$ cat src/rtl/sort_stream_tx.sv
// Load-then-sort-then-stream engine: bubble sort in place, one compare per cycle, then a ready/valid output stream.
// Define SORT_EARLY_EXIT_EN to end the sort after the first pass that performs no swaps.
module sort_stream_tx #(
  parameter int WIDTH = 5,
  parameter int DEPTH = 16
) (
  input  logic             clk,
  input  logic             rst,
  input  logic [WIDTH-1:0] dato,
  input  logic             cargar,
  output logic             cargar_listo,
  input  logic             ordenar,
  output logic [WIDTH-1:0] salida,
  output logic             salida_valida,
  input  logic             salida_listo,
  output logic             fin,
  output logic             ocupado
);

  localparam int IW = $clog2(DEPTH);
  localparam int CW = IW + 1;
  localparam logic [CW-1:0] FULL = CW'(DEPTH);

  typedef enum logic [1:0] {IDLE, SORT, SEND} state_e;

  state_e          state_q, state_d;
  logic [CW-1:0]   count_q, count_d;
  logic [IW-1:0]   i_q, i_d;
  logic [IW-1:0]   j_q, j_d;
  logic [IW-1:0]   rd_q, rd_d;
  logic            swapped_q, swapped_d;
  logic [WIDTH-1:0] mem_q [DEPTH];

  logic             load;
  logic             xfer;
  logic             do_swap;
  logic             pass_end;
  logic             last_pass;
  logic [IW-1:0]    j_nxt;
  logic [CW-1:0]    last_j;
  logic [WIDTH-1:0] cmp_a, cmp_b;

  assign load      = (state_q == IDLE) && cargar && (count_q != FULL);
  assign xfer      = (state_q == SEND) && salida_listo;
  assign j_nxt     = j_q + IW'(1);
  assign cmp_a     = mem_q[j_q];
  assign cmp_b     = mem_q[j_nxt];
  assign do_swap   = (state_q == SORT) && (count_q > CW'(1)) && (cmp_a > cmp_b);
  assign last_j    = count_q - CW'(2) - {1'b0, i_q};
  assign pass_end  = ({1'b0, j_q} == last_j);
  assign last_pass = ({1'b0, i_q} == count_q - CW'(2));

  // NOTE: every next-state signal takes its hold value first so no path through the case infers a latch.
  always_comb begin
    state_d   = state_q;
    count_d   = count_q;
    i_d       = i_q;
    j_d       = j_q;
    rd_d      = rd_q;
    swapped_d = swapped_q;
    case (state_q)
      IDLE: begin
        if (load) count_d = count_q + CW'(1);
        // A load on the same edge as the start request is included in the sort.
        if (ordenar && (count_q != '0 || load)) begin
          state_d   = SORT;
          i_d       = '0;
          j_d       = '0;
          swapped_d = 1'b0;
        end
      end
      SORT: begin
        if (count_q == CW'(1)) begin
          state_d = SEND;
          rd_d    = '0;
        end else begin
          swapped_d = swapped_q | do_swap;
          if (pass_end) begin
            if (last_pass) begin
              state_d = SEND;
              rd_d    = '0;
            end
`ifdef SORT_EARLY_EXIT_EN
            else if (!(swapped_q || do_swap)) begin
              state_d = SEND;
              rd_d    = '0;
            end
`endif
            else begin
              i_d       = i_q + IW'(1);
              j_d       = '0;
              swapped_d = 1'b0;
            end
          end else begin
            j_d = j_nxt;
          end
        end
      end
      SEND: begin
        if (xfer) begin
          if ({1'b0, rd_q} == count_q - CW'(1)) begin
            state_d = IDLE;
            count_d = '0;
            rd_d    = '0;
          end else begin
            rd_d = rd_q + IW'(1);
          end
        end
      end
      default: state_d = IDLE;
    endcase
  end

  always_ff @(posedge clk) begin
    if (rst) begin
      state_q   <= IDLE;
      count_q   <= '0;
      i_q       <= '0;
      j_q       <= '0;
      rd_q      <= '0;
      swapped_q <= 1'b0;
    end else begin
      state_q   <= state_d;
      count_q   <= count_d;
      i_q       <= i_d;
      j_q       <= j_d;
      rd_q      <= rd_d;
      swapped_q <= swapped_d;
    end
  end

  // NOTE: storage has no reset; count_q = 0 hides stale contents, and a reset-free array maps onto plain RAM/flops.
  always_ff @(posedge clk) begin
    if (!rst) begin
      if (load) begin
        mem_q[count_q[IW-1:0]] <= dato;
      end else if (do_swap) begin
        mem_q[j_q]   <= cmp_b;
        mem_q[j_nxt] <= cmp_a;
      end
    end
  end

  assign cargar_listo  = (state_q == IDLE) && (count_q != FULL);
  assign salida_valida = (state_q == SEND);
  assign salida        = (state_q == SEND) ? mem_q[rd_q] : '0;
  assign fin           = (state_q == SEND) && ({1'b0, rd_q} == count_q - CW'(1));
  assign ocupado       = (state_q != IDLE);

endmodule

$ cat config.mk
export PLATFORM = sky130hd
export DESIGN_NAME = sort_stream_tx
export DESIGN_NICKNAME = d
export VERILOG_FILES = /design/src/rtl/sort_stream_tx.sv
export SDC_FILE = /design/constraint.sdc
export NUM_CORES = 1
export LEC_CHECK = 0
export ABC_AREA = 1
export CAP_MARGIN = 20
export CORE_UTILIZATION = 55
export DETAILED_ROUTE_END_ITERATION = 12
export MAX_ROUTING_LAYER = met4
export PLACE_DENSITY = 0.72
export REMOVE_ABC_BUFFERS = 1
export SLEW_MARGIN = 20
export SYNTH_ARGS = -nofsm -noshare
export SYNTH_HDL_FRONTEND = slang
export SYNTH_SLANG_ARGS = --single-unit
$ cat constraint.sdc
create_clock -name clk -period 6.85 [get_ports clk]
set_input_delay 1.37 -clock clk [delete_from_list [all_inputs] [get_ports clk]]
set_output_delay 1.37 -clock clk [all_outputs]
set_load 0.02 [all_outputs]
==> Yosys cells after proc, flatten, opt, wreduce, memory -nomap -nowiden <==
Memories as Yosys holds them, arrays and structs flattened. A register that Yosys moved wholly into a read port is not among the register bits.
Index checks and enable logic that the tools add are counted.
W data, S select, Z words.
{ "word_totals": {"register_bits": 19, "ramBits": 80, "inputBits": 10, "output_inout_bits": 9, "elab_cells": 94, "memories": 1} }
{ "classes": {"add_sub_neg": 7, "n_lt_le_gt_ge": 2, "n_eq_ne": 17, "n_mux": 41, "n_reduce_logical": 21} }
{ "mem_list": {"columns": ["memory", "depth", "width", "read_ports", "rd_clocked_by_memory_dff", "write_ports", "line", "source"], "rows": [
  ["mem_q", 16, 5, 3, 2, 2, "32", "logic [WIDTH-1:0] mem_q [DEPTH];"]
]} }
{ "op_table": {"columns": ["op", "count"], "rows": [
  ["$mux W4", 17],
  ["$mux W5", 5],
  ["$pmux W4 S2", 3],
  ["$eq A4 B5 Y1", 3],
  ["$add A4 B1 Y4 const B", 3],
  ["$mux W2", 6],
  ["$reduce_and A4 Y1", 3],
  ["$pmux W5 S2", 1],
  ["$reduce_and A5 Y1", 2],
  ["$logic_and A1 B1 Y1", 8],
  ["$mux W1", 8],
  ["$ne A2 B2 Y1 const B", 4],
  ["$reduce_bool A2 Y1", 4],
  ["$ne A2 B1 Y1 const B", 3],
  ["$ne A3 B2 Y1 const B", 2],
  ["$pmux W2 S3", 1],
  ["$add A5 B1 Y5 const B", 1],
  ["$eq A5 B1 Y1 const B", 1],
  ["$gt A5 B1 Y1 const B", 1],
  ["$gt A5 B5 Y1", 1],
  ["$ne A5 B5 Y1 const B", 1],
  ["$reduce_bool A5 Y1", 1],
  ["$reduce_or A5 Y1", 1],
  ["$sub A5 B1 Y5 const B", 1],
  ["7 further kinds", 7]
]} }

==> Longest topological paths before layout <==
Gate-level depths: netlist of the first run.
An unclocked memory read counts as a cell.
{ "logic_depth": {"depth_word": 10, "ltp_mapped": 28, "mapped_depth_nobuf": 23} }

==> Worst setup path after synthesis of the first run <==
OpenSTA, ideal clock, no wires.
{ "synth_timing": {"path_type": "register to register", "start": "reg j_q[0]", "end": "mem mem_q[10][0] (enable)", "setup_time_ns": 0.349, "t_arrival_ns": 3.917, "t_required_ns": 6.501, "path_slack_ns": 2.584, "path_stages_with_launch": 28, "n_path_buf": 7, "path_cell_list": "dfxtp_1 -> buf_2 -> inv_2 -> buf_2 -> buf_2 -> ha_1 -> clkbuf_1 -> clkinv_1 -> clkbuf_1 -> a21oi_1 -> o21ai_0 -> nand2_1 -> nand2_1 -> nand3_1 -> nor2_2 -> ha_1 -> nand2_1 -> inv_1 -> o21ai_0 -> nand3_1 -> nand2_1 -> nor2_4 -> buf_12 -> buf_8 -> nand2_1 -> o21ai_1 -> nand2_1 -> o21bai_1"} }
{ "synth_lines": {"columns": ["item", "line", "source"], "rows": [
  ["start: declaration", "29", "logic [IW-1:0] j_q, j_d;"],
  ["start signal: assignment", "126", "j_q <= j_d;"],
  ["end: declaration", "32", null]
]} }

==> results of run 1 <==
==> cell families after synthesis <==
logic type / synth area share
buffers and inverters: 0.09174
AND/OR/NAND/NOR: 0.2806
flip-flops: 0.3584
XOR/XNOR: 0.01707
adder cells (fa/ha/maj): 0.04054
AO/OA/AOI/OAI: 0.2117
==> cell usage after synthesis (9+ instances only) <==
cell and number:
clkbuf_1 38, inv_1 101, nand2_1 311, nor2_2 10, edfxtp_1 80, buf_2 16
nand3_1 104, nor2_4 12, inv_2 14, xor2_1 9, dfxtp_1 27, o21ai_0 158
a21oi_1 108, o211ai_1 27, ha_1 25, nor2_1 52
==> critical path, stage by stage (launching register included) <==
cell,delay [ns]
dfxtp_2,0.98
inv_1,0.41
o21ai_0,0.25
o21ai_0,0.11
o221ai_1,0.27
nand2_1,0.57
ha_1,0.58
nand2_1,0.06
inv_1,0.04
o21ai_0,0.07
nand3_1,0.09
nand2_1,0.10
nor2_4,0.59
nand2_1,0.16
nand2_1,0.13
nand2_1,0.12
o21bai_1,0.50
==> registers in the layout (all words and copies together), names as in the netlist, named ones only <==
signal,count
count_q,5
i_q,4
j_q,4
mem_q,80
rd_q,4
state_q,2
==> layout make-up <==
type,count,area (µm²),area share
repair buffers,26,240.2,0.02774
well taps,184,230.2,0.02658
multi-input cells,875,4514,0.5212
clock buffers,13,260.3,0.03005
flip-flops and latches,107,2945,0.3401
clock inverters,3,22.52,0.002600
inverters,118,447.9,0.05172
==> where the power goes <==
group | total [W] | switching [W] | internal [W]
Combinational | 0.00114 | 0.000764 | 0.000380
Sequential | 0.000863 | 0.000112 | 0.000751
Clock | 0.000509 | 0.000240 | 0.000269
==> per-stage QoR <==
step | cells | worst slack [ns] | utilization | hold WS [ns]
3_3_place_gp | 1310 | 1.720 | 0.5764 | 0.4912
6_report | 1326 | 1.418 | 0.5959 | 0.5151
3_5_place_dp | 1310 | 1.637 | 0.5764 | 0.5033
4_1_cts | 1326 | 1.626 | 0.5959 | 0.5138
2_1_floorplan | 1100 | 1.984 | - | 0.4770
5_1_grt | 1326 | 0.8963 | 0.5959 | 0.5404
==> layer usage <==
layer / wire length [µm] / share of wire / track usage
met1: 11000 / 0.41 / 0.4887
met5: 0 / 0 / -
met3: 2947 / 0.11 / 0.06822
met2: 11920 / 0.45 / 0.5577
met4: 775 / 0.029 / 0.1376
==> worst paths after layout <==
check,from,to
max,flip-flop,mem_q[10][1]
min,i_q[2],i_q[2]
max reg2reg,flip-flop,mem_q[10][1]
min reg2reg,i_q[2],i_q[2]
==> impl_metrics.toml, run 1 <==
[run_status]
outcome = "finished clean"

[clock_network]
cts_tree = "done"
htreeDepth = 3
clkSlewWorstSetupHoldPaths_ns = 0.07
clkSinkCount = 107
clk_latency_ns = 0.36
cts_buffers = 9
clock-root-buffer = "clkbuf_16"
clockBufferDepth = 2
ctsResizeCount = 0
cts_setup_buffers = 0
cts_hold_buf = 0

[logic_synthesis]
avgSynthCellArea_um2 = 7.060
synth.top_cell.area_share = 0.2926
ys.flop_type = "edfxtp_1"
syn_area_mm2 = 0.008210
ys_warn_count = 0
ys_ff_latch = 107
synth_enable_flop_cells = 80
synth.distinct_cells = 42
netlist_instances = 1163
async_flop_share = 0
synth_top_area_cell = "edfxtp_1"
ys_seq_area_frac = 0.3584
synth_area_leaders = "edfxtp_1 (29%), nand2_1 (14%), o21ai_0 (9.6%)"

[sta]
rsz0062_at_grt = "false"
drv_slew = 0
slew_headroom = 0.3104
finalSetupViolations = 0
hold_viol = 0
period_minus_slack_ns = 5.432
finClkSkew_ns = 0.008589
setup-tns-final_ns = 0
worst_pin_slew_ns = 1.033
min_period_over_period = 0.7930
fmax_ghz = 0.1841

[worst_setup_path]
cp-start-kind = "flip-flop"
r2r_cells = 16
path_max_fanout = 62
cp_data_required_time_ns = 6.84
r2r_slack_ns = 1.42
path_class = "flip-flop to flip-flop"
arrival_ns = 5.42
endpoint_kind = "flip-flop"

[floorplan]
die_area_mm2 = 0.01542
floorplan.initialDensity = 0.5649
core_area_mm2 = 0.01453
dieHeight_um = 124.2
dieWidth_um = 124.2
boundaryPins = 19
fp-row-count = 44

[cells_and_area]
final_layout_size_suffix_gt1_frac = 0.07443
diodes = 0
syn_to_final_growth_pct = 5.486
final_cell_mix = "nand2_1 (311), o21ai_0 (157), a21oi_1 (108)"
nFillCells = 1430
finalNetCount = 1173
mostFrequentLayoutCell = "nand2_1"
final_area_mm2 = 0.008661

[detailed_routing]
postRouteAntennaNets = 0
wire_per_inst_um = 20.10
drt_iter0_markers = 1227
dr.pass1.iters = 7
drcViolationCount = 0
via_per_inst = 6.160
wl_um = 26650
vias = 8168

[placement]
placed_cell_area_mm2 = 0.008378
io_buffer_count = 18
hpwl_um = 19180
place.gp.congestion = 0.9919

[grt]
grt_max_degree = 80
grt_pass1_vias = 7051
grt_pass1_wl_um = 39960
antenna_found_initial = 1
grt_usage = 0.3680
gr-total-overflow = 0

[hold_path]
hp-class = "flip-flop to flip-flop"
worstHoldPathCells = 2

[power_and_ir_drop]
power_density_mw_per_mm2 = 290.6
total_power_w = 0.002517
peakVddDrop_mv = 0.2748
leakage_nw = 3.487

[job]
maxCapViolations = 0
No activity file was read; power rests on OpenSTA's default activity.
==> inputs of run 2 (changes only) <==
==> constraint.sdc (replaced) <==
create_clock -name clk -period 5.4 [get_ports clk]
set_input_delay 1.08 -clock clk [delete_from_list [all_inputs] [get_ports clk]]
set_output_delay 1.08 -clock clk [all_outputs]
set_load 0.02 [all_outputs]
==> impl_metrics.toml, run 2 (synthesis gave the netlist of run 1 again) <==
[sta]
fmax_ghz = 0.2163
slew_headroom = 0.4158
period_minus_slack_ns = 4.624
drv_slew = 0
hold_viol = 0
rsz0062_at_grt = "false"
setup-tns-final_ns = 0
finClkSkew_ns = 0.008055
setup_slack_ns = 0.7760
worst_pin_slew_ns = 0.8671
min_period_over_period = 0.8563
finalSetupViolations = 0
fin_hold_ws_ns = 0.5148

[power_and_ir_drop]
p_int_w = 0.001811
seqPwrFrac = 0.338
power_density_mw_per_mm2 = 367.5
leakage_nw = 3.541
peakVddDrop_mv = 0.2910
p_sw_frac = 0.4374
comb_power_share = 0.455
switchingPower_w = 0.001408
clockPowerShare = 0.207

[clock_network]
clockBufferDepth = 2
cts_tree = "done"
clkSinkCount = 107
cts_setup_buffers = 0
htreeDepth = 3
cts_buffers = 9
cts_hold_buf = 0
ctsResizeCount = 0
clk_latency_ns = 0.36
clkSlewWorstSetupHoldPaths_ns = 0.07
clock-root-buffer = "clkbuf_16"

[placement]
dp_cells = 1321
place.gp.congestion = 0.9728
hpwl_um = 19280
io_buffer_count = 18
place_ws_ns = 0.8862

[detailed_routing]
vias = 8130
wl_um = 26640
drt_iter0_markers = 1316
drcViolationCount = 0
postRouteAntennaNets = 0
wire_per_inst_um = 19.93
dr.pass1.iters = 5
via_per_inst = 6.081

[run_status]
outcome = "finished clean"

[grt]
grt_usage = 0.3729
grt_max_degree = 80
grt_pass1_wl_um = 41230
antenna_found_initial = 0
grt_pass1_vias = 7177
gr-total-overflow = 0

[cells_and_area]
finalNetCount = 1184
nFillCells = 1405
final_cell_mix = "nand2_1 (311), o21ai_0 (158), a21oi_1 (108)"
fin_cells = 1337
largest_reg_flops = 80
top_regs = "mem_q (80), count_q (5)"
mostFrequentLayoutCell = "nand2_1"
seqCellArea_mm2 = 0.002945
largest-register = "mem_q"
syn_to_final_growth_pct = 6.705
utilization = 0.6028
final_layout_size_suffix_gt1_frac = 0.08413
diodes = 0
multi_input_comb_area_mm2 = 0.004514

[worst_setup_path]
path_class = "flip-flop to flip-flop"
path_max_fanout = 24
cp_data_required_time_ns = 5.40
cp-start-kind = "flip-flop"
endpoint_kind = "flip-flop"
arrival_ns = 4.62

[floorplan]
dieWidth_um = 124.2
dieHeight_um = 124.2
fp-row-count = 44
core_area_mm2 = 0.01453
die_area_mm2 = 0.01542
floorplan.initialDensity = 0.5649
boundaryPins = 19

[hold_path]
hp-class = "flip-flop to flip-flop"

[job]
maxCapViolations = 0
==> run 2: cell type report <==
type,count,area share
Timing Repair Buffer,37,0.03685
Clock buffer,9,0.02571
Multi-Input combinational cell,875,0.5153
Inverter,118,0.05113
Clock inverter,7,0.008569
Sequential cell,107,0.3362
Tap cell,184,0.02628
==> run 2: worst paths after layout <==
| kind | cells after the start | start | endpoint | slack [ns] |
|---|---|---|---|---|
| hold / removal | 2 | i_q[2] | i_q[2] | 0.51 |
| setup / recovery | 22 | j_q[0] | mem_q[8][4] | 0.78 |
| hold reg to reg | 2 | i_q[2] | i_q[2] | 0.51 |
| setup reg to reg | 22 | j_q[0] | mem_q[8][4] | 0.78 |
==> run 2: stage by stage <==
stage / area, µm² / total power (W)
after floorplan: 7905 / 0.002060
after global placement: 8461 / 0.002526
after detailed placement: 8461 / 0.002540
after CTS: 8761 / 0.003195
after global routing: 8761 / 0.003436
final: 8761 / 0.003220
==> run 2: worst max-delay path, stage by stage (launching register included) <==
cell and delay [ns]:
dfxtp_1 0.55, inv_2 0.07, ha_1 0.31, clkinv_1 0.46, buf_4 0.35, a21oi_1 0.10
o21ai_0 0.09, nand2_1 0.09, nand2_1 0.05, nand3_1 0.09, nor2_2 0.06, ha_1 0.30
nand2_1 0.05, inv_1 0.08, o21ai_0 0.09, nand3_1 0.10, nand2_1 0.10, nor2_4 0.09
buf_4 0.33, nand2_1 0.09, o21ai_1 0.13, nand2_1 0.17, o21bai_1 0.49
==> run 2: power groups by stage <==
stage	combinational, W	clock [W]	sequential, W
floorplan	0.000978	0	0.00108
global placement	0.00142	0	0.00110
detailed placement	0.00144	0	0.00110
CTS	0.00145	0.000668	0.00108
global route	0.00164	0.000700	0.00110
finish	0.00146	0.000666	0.00109
==> run 2: layer usage <==
layer  global-route usage  up-vias  wire length, µm  share of wire
met1               0.5071     3673            11100           0.42
li1                     -     3904                -              -
met5                    -        -                0              0
met3              0.06319       76             2871           0.11
met4               0.1429        0              879          0.033
met2               0.5542      477            11800           0.44
==> inputs of run 3 (changes only) <==
--- a/config.mk
+++ b/config.mk
@@ -8,6 +8,7 @@
 export ABC_AREA = 1
 export CAP_MARGIN = 20
 export CORE_UTILIZATION = 55
+export CTS_CLUSTER_SIZE = 40
 export DETAILED_ROUTE_END_ITERATION = 12
 export MAX_ROUTING_LAYER = met4
 export PLACE_DENSITY = 0.72
==> results of run 3 <==
The final DEF is identical to that of run 2; final timing and power are the same.
